$ cat src/rtl/rat_path_player.sv
// Replays moves popped from the rat solver's move stack and streams each visited (X,Y) cell.
// Define RAT_PATH_REVISIT_CHECK_EN to also abort on revisits via a 256-cell visited bitmap.
module rat_path_player #(
    parameter logic [3:0] START_X   = 4'd0,
    parameter logic [3:0] START_Y   = 4'd0,
    parameter logic [3:0] GOAL_X    = 4'd15,
    parameter logic [3:0] GOAL_Y    = 4'd15,
    parameter int         MAX_STEPS = 255
) (
    input  logic       clk,
    input  logic       rst,
    input  logic       start,
    input  logic       empty,
    input  logic [1:0] move,
    output logic       pop,
    output logic       out_valid,
    input  logic       out_ready,
    output logic [3:0] X,
    output logic [3:0] Y,
    output logic [7:0] steps,
    output logic       busy,
    output logic       done,
    output logic       error,
    output logic [1:0] err_code
);

    localparam logic [2:0] S_IDLE  = 3'd0;
    localparam logic [2:0] S_EMIT  = 3'd1;
    localparam logic [2:0] S_FETCH = 3'd2;
    localparam logic [2:0] S_DONE  = 3'd3;
    localparam logic [2:0] S_ERR   = 3'd4;

    localparam logic [7:0] STEP_LIMIT = 8'(MAX_STEPS);

    logic [2:0] state;
    logic [3:0] next_x;
    logic [3:0] next_y;
    logic       off_grid;
    logic       at_limit;
    logic       revisit;
    logic       take_step;
    logic       can_start;

    // Neighbour and bounds are evaluated before any update, so X/Y can never wrap.
    always_comb begin
        // NOTE: every output of a combinational block gets a default first so no latch is inferred.
        next_x   = X;
        next_y   = Y;
        off_grid = 1'b0;
        case (move)
            2'b00: begin off_grid = (X == 4'd0);  next_x = X - 4'd1; end
            2'b01: begin off_grid = (Y == 4'd15); next_y = Y + 4'd1; end
            2'b10: begin off_grid = (Y == 4'd0);  next_y = Y - 4'd1; end
            default: begin off_grid = (X == 4'd15); next_x = X + 4'd1; end
        endcase
    end

    assign at_limit  = (steps == STEP_LIMIT);
    assign can_start = start && (state == S_IDLE || state == S_DONE || state == S_ERR);
    assign take_step = (state == S_FETCH) && !empty && !off_grid && !at_limit && !revisit;

    assign pop       = take_step && !rst;
    assign out_valid = (state == S_EMIT);
    assign busy      = (state == S_EMIT) || (state == S_FETCH);
    assign done      = (state == S_DONE);
    assign error     = (state == S_ERR);

`ifdef RAT_PATH_REVISIT_CHECK_EN
    logic [255:0] visited;

    assign revisit = visited[{next_y, next_x}];

    // NOTE: the bitmap must start clean for every replay, so it is cleared on rst as well as on start.
    always_ff @(posedge clk) begin
        if (rst) begin
            visited <= '0;
        end else if (can_start) begin
            visited                     <= '0;
            visited[{START_Y, START_X}] <= 1'b1;
        end else if (take_step) begin
            visited[{next_y, next_x}] <= 1'b1;
        end
    end
`else
    assign revisit = 1'b0;
`endif

    // NOTE: all state registers use non-blocking assignments so every register samples pre-edge values.
    always_ff @(posedge clk) begin
        if (rst) begin
            state    <= S_IDLE;
            X        <= START_X;
            Y        <= START_Y;
            steps    <= 8'd0;
            err_code <= 2'b00;
        end else begin
            case (state)
                S_EMIT: begin
                    if (out_ready)
                        state <= (X == GOAL_X && Y == GOAL_Y) ? S_DONE : S_FETCH;
                end
                S_FETCH: begin
                    if (empty) begin
                        err_code <= 2'b10;
                        state    <= S_ERR;
                    end else if (off_grid) begin
                        err_code <= 2'b01;
                        state    <= S_ERR;
                    end else if (at_limit || revisit) begin
                        err_code <= 2'b11;
                        state    <= S_ERR;
                    end else begin
                        X     <= next_x;
                        Y     <= next_y;
                        steps <= steps + 8'd1;
                        state <= S_EMIT;
                    end
                end
                default: begin
                    // IDLE, DONE and ERR all re-arm the same way.
                    if (can_start) begin
                        X        <= START_X;
                        Y        <= START_Y;
                        steps    <= 8'd0;
                        err_code <= 2'b00;
                        state    <= S_EMIT;
                    end
                end
            endcase
        end
    end

endmodule
$ cat config.mk
export PLATFORM = sky130hd
export DESIGN_NAME = rat_path_player
export DESIGN_NICKNAME = d
export VERILOG_FILES = /design/src/rtl/rat_path_player.sv
export SDC_FILE = /design/constraint.sdc
export NUM_CORES = 1
export LEC_CHECK = 0
export CAP_MARGIN = 15
export CORE_ASPECT_RATIO = 1.2
export CORE_MARGIN = 1.5
export CORE_UTILIZATION = 56
export CTS_BUF_LIST = sky130_fd_sc_hd__clkbuf_16
export CTS_CLUSTER_SIZE = 14
export DETAILED_ROUTE_END_ITERATION = 7
export PLACE_DENSITY_LB_ADDON = 0.15
export SYNTH_ARGS = -nofsm -noshare
export SYNTH_HDL_FRONTEND = slang
export SYNTH_SLANG_ARGS = --single-unit
$ cat constraint.sdc
create_clock -name clk -period 4.8 [get_ports clk]
set_input_delay 0.72 -clock clk [delete_from_list [all_inputs] [get_ports clk]]
set_output_delay 0.72 -clock clk [all_outputs]
set_load 0.02 [all_outputs]
==> metrics <==
CTS Sinks 21; critical path arrival 3.29 ns; largest net degree at the start of global routing 21; Most used DFF post-synth dfxtp_1; die area 3080 um^2; Hold Path Class register to register; Post-synth ARST share 0%; TritonCTS clock tree done; DR WL met3 297 um; cell taking the most area after synthesis dfxtp_1; Max rail drop VDD 201 uV; family with the most delay on the worst path buffers and inverters; antenna cell count 0; DIE WIDTH 51.0 um; layout cells sized above 1 4.57%; Worst-path clk slew 0.06 ns; Power, Total 0.491 mW; number of synthesized flops with an enable pin 0; drt drc 0; nets 238; initial detailed-routing violation count 81; DR pass1 iterations 4; Min Hold Slack 0.501 ns; Post-CTS Hold Buffers 0; slowest CP cell clkdlybuf4s50_1; Max clock buf depth 2; register bit total from synthesis 21; syn avg cell area 8.01 um^2; r2r setup slk 2.41 ns; Post-Synthesis Cells 193; most frequent cells in the layout clkdlybuf4s50_1 (29), dfxtp_1 (21), nor2_1 (16), nand2_1 (16), nand3_1 (11); final wirelength 4140 um; highest metal used met4; register area share after synthesis 27.2%; DP HPWL 2810 um; CTS Buf Count 3; boundary pin count 30; GRT Total Usage 29.1%; RSZ-0062 raised after global routing no; initial antenna violation count 0; worst-margin pin slew 1.10 ns; worst path buffer plus inverter count 4; max cap viols 0; Clock Tree Root clkbuf_16; critical path type primary input to output port; vias per cell 6.62; crit path cell chain clkdlybuf4s50_1 -> inv_1 -> ha_1 -> or4b_1 -> nor3_1 -> nor4_1 -> buf_4 -> nand2_1 -> nor2_1 -> clkdlybuf4s50_1; post-synth top area share 27.2%; commonest non-fill, non-tap cell in the layout clkdlybuf4s50_1; YS warnings 0; remaining global-route overflow 0; Final Cycle Share 83.6%; endpoint type of the worst setup path output port; skew final 0.00284 ns; die height 60.5 um; FP Rows 20; Setup crit start kind primary input; synth top area cells dfxtp_1 (27%), ha_1 (7.3%), nand2_1 (3.9%); Critical Path Fanout Max 12; leakage 0.736 nW; Setup Viol. Count Final 0; Mapped Area 1550 um^2; slew margin rel. 26.6%; critical path required time 4.08 ns; fmax 249 MHz; FILL cells 201; CP max stage delay 0.54 ns; post-route ant nets 0; post_cts resized 0; status completed; met2 WL post-DR 2040 um; IO Port Bufs 29; clk_lat worst skew 0.26 ns; Post-Syn Nets 211; most used cell, CP clkdlybuf4s50_1; CTS H-tree depth 1; post-CTS repair timing setup buffer count 0; number of global-route vias before repair 1575; Cell Pwr Density 254 nW/um^2; placer congestion estimate 0.849; Setup TNS 0 ns; count of cell types in the netlist 48; area grow syn2layout 24.9%; Final Critical Period 4.01 ns; core area 2580 um^2; global-route wire length before repair 6910 um; via total after detailed routing 1668; Max Slew Vio Count 0; Initial Util 60.0%; Fin. Hold Viols 0; M1 wire length 1730 um; drt wl/cell 16.4 um
[stage by stage]
| step | instance area (um^2) | utilization (%) | worst slack [ns] | std cells |
|---|---|---|---|---|
| global placement | 1850 | 71.8 | 0.872 | 248 |
| finish | 1930 | 74.9 | 0.786 | 252 |
| global route | 1930 | 74.9 | 0.591 | 252 |
| floorplan | 1550 | - | 1.74 | 193 |
| CTS | 1930 | 74.9 | 0.788 | 252 |
| detailed placement | 1850 | 71.8 | 0.802 | 248 |
[power by group]
part	total, mW	internal [mW]	switching, mW
Sequential	0.186	0.180	0.00623
Clock	0.179	0.111	0.0675
Combinational	0.126	0.0448	0.0808
[sequential cells by signal, summed over array words and instances, names as in the netlist]
register / count
X: 4
Y: 4
err_code: 2
state: 3
steps: 8
[synthesized netlist by cell type, types with 4 or more instances]
| library cell | n |
|---|---|
| a21oi_1 | 7 |
| nand3_1 | 11 |
| nand2_1 | 16 |
| nor2_1 | 16 |
| nand2b_1 | 6 |
| nor4_1 | 4 |
| ha_1 | 9 |
| and3_1 | 6 |
| nand4_1 | 5 |
| or3_1 | 4 |
| o211ai_1 | 6 |
| dfxtp_1 | 21 |
| inv_1 | 7 |
| nor3_1 | 9 |
| a31oi_1 | 7 |
| clkbuf_1 | 8 |
[final timing paths]
kind               startpoint     endpoint  cells after the start
setup reg to reg     steps[0]     steps[3]                      6
setup / recovery      move[0]          pop                     10
hold reg to reg   err_code[1]  err_code[1]                      1
hold / removal    err_code[1]  err_code[1]                      1
[cell families after synthesis]
family                   count (synthesis)  share of synthesized area [%]
AO/OA/AOI/OAI                           46                           22.3
XOR/XNOR                                 2                           1.13
adder cells (fa/ha/maj)                 11                           9.88
buffers and inverters                   18                           5.10
flip-flops                              21                           27.2
multiplexers                             3                           1.94
AND/OR/NAND/NOR                         92                           32.4
[metal layers]
layer,GRT usage (%),vias to the layer above
li1,-,805
met1,37.6,778
met2,50.5,78
met3,2.22,7
met4,12.4,0
met5,0,-
[final cells by class]
cell class	instances	area, um^2	share of cell area (%)
well taps	33	41.3	2.14
flip-flops and latches	21	420	21.8
clock buffers	3	75.1	3.89
multi-input cells	154	1050	54.2
inverters	8	30.0	1.56
repair buffers	32	313	16.2
clock inverters	1	3.75	0.195
No activity file was read; power rests on OpenSTA's default activity.
